File: config.mk
export PLATFORM = sky130hd
export DESIGN_NAME = seg_mux_drv
export DESIGN_NICKNAME = d
export VERILOG_FILES = /design/src/rtl/seg_pkg.sv /design/src/rtl/seg_hex7.sv /design/src/rtl/seg_mux_drv.sv
export SDC_FILE = /design/constraint.sdc
export NUM_CORES = 1
export LEC_CHECK = 0
export CAP_MARGIN = 15
export CORE_MARGIN = 2
export CORE_UTILIZATION = 45
export CTS_BUF_LIST = sky130_fd_sc_hd__clkbuf_8
export DETAILED_ROUTE_END_ITERATION = 10
export PLACE_DENSITY_LB_ADDON = 0.2
export RECOVER_POWER = 50
export SYNTH_ARGS = -nofsm -noshare
export SYNTH_HDL_FRONTEND = slang
export SYNTH_SLANG_ARGS = --single-unit
File: constraint.sdc
create_clock -name CLK -period 3.35 [get_ports CLK]
set_input_delay 0.8375 -clock CLK [delete_from_list [all_inputs] [get_ports CLK]]
set_output_delay 0.8375 -clock CLK [all_outputs]
set_load 0.02 [all_outputs]
File: src/rtl/seg_pkg.sv
// Shared constants for the seven-segment driver: segment bit positions and hex glyphs.
package seg_pkg;

    localparam int SEG_A  = 0;
    localparam int SEG_B  = 1;
    localparam int SEG_C  = 2;
    localparam int SEG_D  = 3;
    localparam int SEG_E  = 4;
    localparam int SEG_F  = 5;
    localparam int SEG_G  = 6;
    localparam int SEG_DP = 7;

    // Active-high glyphs, bit SEG_A = a ... bit SEG_G = g; b and d are lowercase.
    localparam logic [6:0] HEX_GLYPH [0:15] = '{
        7'h3F, 7'h06, 7'h5B, 7'h4F, 7'h66, 7'h6D, 7'h7D, 7'h07,
        7'h7F, 7'h6F, 7'h77, 7'h7C, 7'h39, 7'h5E, 7'h79, 7'h71
    };

endpackage

File: src/rtl/seg_hex7.sv
// Combinational nibble to seven-segment glyph decoder (active-high, a..g).
module seg_hex7 (
    input  logic [3:0] nib,
    output logic [6:0] glyph
);
    import seg_pkg::*;

    assign glyph = HEX_GLYPH[nib];

endmodule

File: src/rtl/seg_mux_drv.sv
// Multiplexed seven-segment scanner with tear-free LOAD/READY updates committed at frame wrap.
// Define SEG_DIM_EN to gate each slot's on-time by the BRIGHT level.
module seg_mux_drv #(
    parameter int NDIG        = 4,
    parameter int SCAN_DIV    = 1024,
    parameter int GUARD       = 4,
    parameter int SEG_ACT_LOW = 1,
    parameter int DIG_ACT_LOW = 1
) (
    input  logic              CLK,
    input  logic              RST_N,
    input  logic [4*NDIG-1:0] D,
    input  logic [NDIG-1:0]   DP,
    input  logic [NDIG-1:0]   BLANK,
    input  logic              LZB,
    input  logic [3:0]        BRIGHT,
    input  logic              LOAD,
    output logic              READY,
    output logic              FRAME,
    output logic [7:0]        SEG,
    output logic [NDIG-1:0]   DIGIT
);
    import seg_pkg::*;

    localparam int DIVW = $clog2(SCAN_DIV);
    localparam int IDXW = (NDIG > 1) ? $clog2(NDIG) : 1;
    localparam logic [DIVW-1:0] DIV_LAST = DIVW'(SCAN_DIV - 1);
    localparam logic [IDXW-1:0] IDX_LAST = IDXW'(NDIG - 1);
    localparam logic [DIVW-1:0] GUARD_V  = DIVW'(GUARD);
    localparam logic [7:0]      SEG_OFF  = (SEG_ACT_LOW != 0) ? 8'hFF : 8'h00;
    localparam logic [NDIG-1:0] DIG_OFF  = (DIG_ACT_LOW != 0) ? {NDIG{1'b1}} : {NDIG{1'b0}};

    logic [DIVW-1:0]   div;
    logic [IDXW-1:0]   idx;
    logic              frame_q;
    logic              slot_end;
    logic              frame_end;

    logic              pend;
    logic [4*NDIG-1:0] pend_d;
    logic [NDIG-1:0]   pend_dp;
    logic [NDIG-1:0]   pend_blank;
    logic              pend_lzb;
    logic [4*NDIG-1:0] disp_d;
    logic [NDIG-1:0]   disp_dp;
    logic [NDIG-1:0]   disp_blank;
    logic              disp_lzb;

    logic [NDIG-1:0]   lz_dark;
    logic              allz;
    logic [NDIG-1:0]   dark_vec;
    logic [3:0]        nib;
    logic [6:0]        glyph;
    logic              lit;
    logic              on;
    logic [7:0]        seg_next;
    logic [NDIG-1:0]   dig_next;
    logic [7:0]        seg_p1;
    logic [NDIG-1:0]   dig_p1;

    assign slot_end  = (div == DIV_LAST);
    assign frame_end = slot_end && (idx == IDX_LAST);

    always_ff @(posedge CLK or negedge RST_N) begin
        if (!RST_N) begin
            div     <= '0;
            idx     <= '0;
            frame_q <= 1'b0;
        end else begin
            frame_q <= frame_end;
            if (slot_end) begin
                div <= '0;
                idx <= frame_end ? '0 : idx + 1'b1;
            end else begin
                div <= div + 1'b1;
            end
        end
    end

    // A LOAD coinciding with the wrap keeps pend set while the older value commits.
    always_ff @(posedge CLK or negedge RST_N) begin
        if (!RST_N) begin
            pend       <= 1'b0;
            disp_blank <= '1;
        end else begin
            if (frame_end && pend)
                disp_blank <= pend_blank;
            if (LOAD)
                pend <= 1'b1;
            else if (frame_end)
                pend <= 1'b0;
        end
    end

    always_ff @(posedge CLK) begin
        if (LOAD) begin
            pend_d     <= D;
            pend_dp    <= DP;
            pend_blank <= BLANK;
            pend_lzb   <= LZB;
        end
        if (frame_end && pend) begin
            disp_d   <= pend_d;
            disp_dp  <= pend_dp;
            disp_lzb <= pend_lzb;
        end
    end

    always_comb begin
        allz    = 1'b1;
        lz_dark = '0;
        for (int i = NDIG - 1; i >= 0; i--) begin
            allz = allz && (disp_d[4*i +: 4] == 4'h0);
            if (i != 0)
                lz_dark[i] = allz;
        end
    end

    assign dark_vec = disp_blank | (disp_lzb ? lz_dark : '0);
    assign nib      = disp_d[{idx, 2'b00} +: 4];

    seg_hex7 u_hex7 (
        .nib   (nib),
        .glyph (glyph)
    );

`ifdef SEG_DIM_EN
    logic [DIVW:0] dim_end;

    function automatic logic [DIVW:0] dim_limit(input logic [3:0] b);
        int len;
        len = ((int'(b) + 1) * (SCAN_DIV - GUARD)) / 16;
        return (DIVW + 1)'(GUARD + len);
    endfunction

    // Latched at slot end so a BRIGHT change never truncates a slot already running.
    always_ff @(posedge CLK or negedge RST_N) begin
        if (!RST_N)
            dim_end <= (DIVW + 1)'(SCAN_DIV);
        else if (slot_end)
            dim_end <= dim_limit(BRIGHT);
    end

    assign lit = ({1'b0, div} < dim_end);
`else
    logic unused_bright;
    assign unused_bright = ^BRIGHT;
    assign lit = 1'b1;
`endif

    always_comb begin
        on       = (div >= GUARD_V) && lit;
        seg_next = 8'h00;
        dig_next = '0;
        if (on) begin
            dig_next = NDIG'(1) << idx;
            if (!dark_vec[idx]) begin
                seg_next[SEG_G:SEG_A] = glyph;
                seg_next[SEG_DP]      = disp_dp[idx];
            end
        end
    end

    // Output stage: polarity applied after all gating.
    always_ff @(posedge CLK or negedge RST_N) begin
        if (!RST_N) begin
            seg_p1 <= SEG_OFF;
            dig_p1 <= DIG_OFF;
        end else begin
            seg_p1 <= seg_next ^ SEG_OFF;
            dig_p1 <= dig_next ^ DIG_OFF;
        end
    end

    assign SEG   = seg_p1;
    assign DIGIT = dig_p1;
    assign READY = !pend;
    assign FRAME = frame_q;

endmodule

==> metrics.txt, run 1 <==
worst path buffer plus inverter count 2; Post-synth EDFFs between 40 and 50; Fin. Hold Viols 0; hold-fix buffer count after cts 0; hold crit path type flop to flop; total number of vias roughly 1,700; GP Congestion 0.770; run status finished, violations left; Starting Density between 40% and 50%; total track usage approximately 14%; total wire length approximately 4.6 mm; initial antenna violation count 0; Setup CP Type input port to async pin; RSZ-0062 raised after global routing no; Mapped Cells 200; Setup crit end kind async pin; Cells after DPL between 300 and 400; fin crit share 68.5%; sequential share of power between 50% and 60%; Filler cells ~560; largest net degree at the start of global routing 31; clk sink count 76; die height just under 90 um; worst skew pair latency roughly 340 ps; share of layout cells above drive strength 1 a little under a fifth; clock share of power just under 40%; CP Max Fanout 30; failing checks capacitance limit, slew limit; worst path required time between 3000 and 4000 ps; Worst path max stage delay between 1000 and 1500 ps; area of the mapped netlist roughly 3100 um2; sw frac about a fifth; Top delay family on crit path buffers and inverters; number of core rows 30; Antenna Violating Nets Remaining 0; Max IR drop VDD roughly 0.31 mV; Worst Setup Start Kind input port; Die W roughly 87 um; Arr. time, crit path around 2500 ps; drt first pass iters 4; core area roughly 6700 um2; DP HPWL roughly 3.2 mm; drt first-iter violations 51; PD cells between 400 and 500 nW/um2; Remaining Overflow, GRT 0; Max Cap Violations 1; Final min period about 2300 ps; final setup TNS 0 ps; worst setup margin about 1100 ps; DR DRC count 0; ys async rst share between 30% and 40%; Post-CTS Repair Setup Buffers 0; most frequent cells in the layout edfxtp_1 (46), dlygate4sd3_1 (26), dfstp_2 (16); die area 7500 um2; Setup-failing EPs final 0; slew of the pin with the lowest slew margin ~1500 ps; relative max-transition margin -2.12%; vias in the first global route ~1,700; drt wl/cell between 10 and 15 um; slowest library cell on the worst path clkbuf_1; Via-to-Cell Ratio 4.99; total power around 0.0018 W; Setup Slack @ Placement 1090 ps; antenna fix cells 0; Synth-to-Final Area Change 22.9%; # resized after CTS 0; CTS root buf clkbuf_8; I/O Pins 46; CP cell instances dlygate4sd3_1, clkbuf_1; first-pass GRT wire length ~8 mm; final slew viol count 31; internal power roughly 0.0014 W; Yosys reg bits 76; maximum clock frequency ~0.44 GHz; number of CTS-inserted buffers 9; Non-Filler Instances approximately 340; PortBufs between 40 and 50; most common cell after layout, fill and taps aside edfxtp_1; CTS tree done; syn nets ~240; nets around 300; Netlist cell types 39; Setup Skew ~4.6 ps; Worst-path clk slew ~80 ps; Seq/Total Area, Yosys a little over two thirds; yosys synthesis warning count 0; Layout Utilization ~56%; ys flop type edfxtp_1; logic gate share of total power 2.2%; Clock Tree Buf Depth 2; Leakage Power 1.44 nW; sw power roughly 0.00037 W; htree depth 3; Synth Area per Inst 15.4 um2
path summary, 6_finish.rpt:
path / start / end / slack [ps] / depth (start not counted)
max: RST_N / div[9] / 1060 / 2
min: pend_d[11] / disp_d[11] / 420 / 0
max reg2reg: idx[0] / SEG[3] / 1100 / 5
min reg2reg: pend_d[11] / disp_d[11] / 420 / 0
max in group CLK: SEG[4] / SEG[4] / 1060 / 1
min in group asynchronous: RST_N / FRAME / 1400 / 2
final cells by class:
class / instances / area [um2] / area share [%]
flip-flops and latches: 76 / 2150 / 57.0
multi-input cells: 106 / 840 / 22.3
repair buffers: 45 / 437 / 11.6
clock buffers: 9 / 124 / 3.28
well taps: 80 / 100 / 2.65
clock inverters: 7 / 75.1 / 1.99
inverters: 12 / 45.0 / 1.19
routing by layer:
metal  track usage, %  up-vias  wire (um)
li1                 -      835          -
met1             19.2      782       2190
met2             19.8       50       2150
met3             4.38        6        246
met4             6.25        0         65
met5                0        -          0
cell usage after synthesis, drive strengths merged, types with 4 or more instances:
library cell / count / area, um2
o21ai: 4 / 20.0
mux4: 5 / 120
inv: 12 / 45.0
dfrtp: 14 / 350
buf: 6 / 38.8
nor4: 5 / 31.3
nand4: 4 / 25.0
nor2: 13 / 48.8
ha: 12 / 150
nand2: 12 / 45.0
nand3: 10 / 50.1
mux2: 6 / 71.3
dfstp: 16 / 420
edfxtp: 46 / 1380
mux2i: 4 / 40.0
sequential cells by signal (all words and copies together) (netlist names), 8 cells and up:
signal / flops
disp_d: 16
div: 10
SEG: 8
pend_d: 16
logic make-up (layout without fill, tap and decap cells):
group	Yosys count	count (layout)	synth area share (%)
xor+xnor	6	6	1.71
compound gates	18	18	4.32
simple gates	55	55	8.72
fa+ha+maj	12	12	4.89
buf+inv	18	73	2.73
flops	76	76	70.1
mux	15	15	7.54
power groups by stage:
stage / Sequential (W) / Combinational [W] / Clock (W)
final: 0.00103 / 0.0000381 / 0.000691
after global routing: 0.00103 / 0.0000423 / 0.000753
after CTS: 0.00103 / 0.0000460 / 0.000711
after detailed placement: 0.00105 / 0.0000459 / 0
after global placement: 0.00105 / 0.0000449 / 0
after floorplan: 0.00105 / 0.0000000686 / 0
through the flow:
step | hold WS (ps) | cell area [um2]
floorplan | 400 | 3070
global placement | 402 | 3580
detailed placement | 405 | 3580
CTS | 424 | 3780
global route | 430 | 3770
finish | 424 | 3770
No activity file was read; power rests on OpenSTA's default activity.
==> run 2, diff against run 1 <==
==> constraint.sdc (replaced) <==
create_clock -name CLK -period 2.4 [get_ports CLK]
set_input_delay 0.6 -clock CLK [delete_from_list [all_inputs] [get_ports CLK]]
set_output_delay 0.6 -clock CLK [all_outputs]
set_load 0.02 [all_outputs]
==> run 2 against run 1 <==
- the run now ends clean
- die area is the same
- critical path depth grew 3
- global-route usage is 0.25 points higher
- power rose by 41%
- via count up 1.2%
- sequential cell count unchanged
- largest power group unchanged
- highest routed layer unchanged
==> metrics.txt, run 2 (synthesized netlist as in run 1, its figures left out) <==
number of CTS-inserted buffers 9; logic gate share of total power 2.2%; Setup CP Type flop to flop; worst path required time around 2700 ps; hold path depth 0; final setup TNS 0 ps; sw frac about a fifth; I/O Pins between 40 and 50; PD cells about 650 nW/um2; die height about 87 um; most frequent cells in the layout edfxtp_1 (46), dlygate4sd3_1 (26), dfstp_2 (16); CTS root buf clkbuf_8; RSZ-0062 raised after global routing no; DP HPWL roughly 3.2 mm; Setup crit end kind flop; Remaining Overflow, GRT 0; largest net degree at the start of global routing 31; Antenna Violating Nets Remaining 0; Max IR drop VDD 0.354 mV; maximum clock frequency 0.479 GHz; worst setup margin approximately 310 ps; Reg-to-Reg End SEG[3]; drt first-iter violations between 80 and 90; Setup Slack @ Placement 293 ps; run status finished, final reports clean; Worst Setup Start Kind flop; HP Start pend_lzb; sw power 0.000525 W; hold crit path type flop to flop; total number of vias around 1,700; slowest library cell on the worst path mux4_1; Worst path max stage delay about 700 ps; first-pass GRT wire length approximately 7.7 mm; Hold Path Sink disp_lzb; Synth-to-Final Area Change 23.7%; Max Cap Violations 0; Post-DP Area 3590 um2; Starting Density between 40% and 50%; nets about 300; htree depth 3; fin crit share roughly 87%; internal power 0.00196 W; Final min period about 2100 ps; PortBufs 41; drt first pass iters 5; antenna fix cells 0; CTS tree done; die area 7500 um2; GP Congestion around 0.83; final slew viol count 0; Worst-path clk slew about 90 ps; CP Max Fanout 6; total wire length 4.66 mm; Leakage Power 1.47 nW; relative max-transition margin between 60 and 70%; DR DRC count 0; Via-to-Cell Ratio between 5 and 6; Arr. time, crit path about 2400 ps; hold-fix buffer count after cts 0; Reg-to-Reg Start idx[0]; Setup Skew ~13 ps; share of layout cells above drive strength 1 19.5%; initial antenna violation count 0; Top Registers disp_d (16), pend_d (16), div (10); clk sink count between 70 and 80; post-route cell area ~3800 um2; clock share of power 39.9%; core area ~6700 um2; slew of the pin with the lowest slew margin a little under 500 ps; Layout Utilization 56.8%; total track usage approximately 14%; Setup-failing EPs final 0; sequential share of power between 50% and 60%; Fin. Hold Viols 0; vias in the first global route around 1,600; CP cell instances mux4_1, ha_1, mux2_4, mux2i_1, nand3_1; drt wl/cell 13.8 um; worst skew pair latency 350 ps; setup slack, reg-to-reg ~310 ps; # resized after CTS 0; number of core rows 30; FF-to-FF path depth 5; most common cell after layout, fill and taps aside edfxtp_1; Die W ~87 um; Clock Tree Buf Depth 2; Post-CTS Repair Setup Buffers 0
## run 2: changes by cell type in the layout (fill, tap and decap cells not counted)
cell        previous run  this run
clkinv_2               1         0
buf_4                  3         6
clkinv_4               0         1
clkinvlp_4             3         1
inv_6                  2         4
clkbuf_1               1         0
## run 2: area by class of cell
class | count | area, um2
Clock buffer | 9 | 124
Fill cell | 563 | 2880
Tap cell | 80 | 100
Timing Repair Buffer | 47 | 455
Clock inverter | 7 | 81.3
Sequential cell | 76 | 2150
Inverter | 12 | 45.0
Multi-Input combinational cell | 106 | 840
## run 2: worst max-delay path: cells and delay by family (launching register included)
family	cells	cell delay, ps
mux	3	1110
fa+ha+maj	1	260
flops	1	550
simple gates	1	90
## run 2: worst max path at each step
| stage | start | end | slack (ps) | depth (start not counted) |
|---|---|---|---|---|
| CTS | idx[0] | SEG[3] | 280 | 5 |
| floorplan | div[0] | disp_d[0] | 110 | 5 |
| detailed placement | idx[0] | SEG[3] | 290 | 5 |
| finish | idx[0] | SEG[3] | 310 | 5 |
| global placement | idx[0] | SEG[3] | 300 | 5 |
| global route | idx[0] | SEG[3] | 180 | 5 |
## run 2: power by group through the flow
stage / clock, W / combinational (W) / sequential [W]
2_1_floorplan: 0 / 0.0000000956 / 0.00146
3_3_place_gp: 0 / 0.0000627 / 0.00146
3_5_place_dp: 0 / 0.0000634 / 0.00147
4_1_cts: 0.00102 / 0.0000636 / 0.00144
5_1_grt: 0.00108 / 0.0000603 / 0.00144
6_report: 0.000991 / 0.0000535 / 0.00144
## run 2: metrics by stage
stage | hold WS, ps | cells | power, W
floorplan | 304 | 200 | 0.00146
global placement | 403 | 321 | 0.00153
detailed placement | 405 | 321 | 0.00153
CTS | 419 | 337 | 0.00253
global route | 423 | 337 | 0.00258
finish | 415 | 337 | 0.00248
## run 2: layer usage
layer	track usage (%)	routed length, um	up-vias
met3	3.71	201	10
met2	20.7	2160	48
met1	18.4	2200	795
met5	0	0	-
met4	8.95	107	0
li1	-	-	840
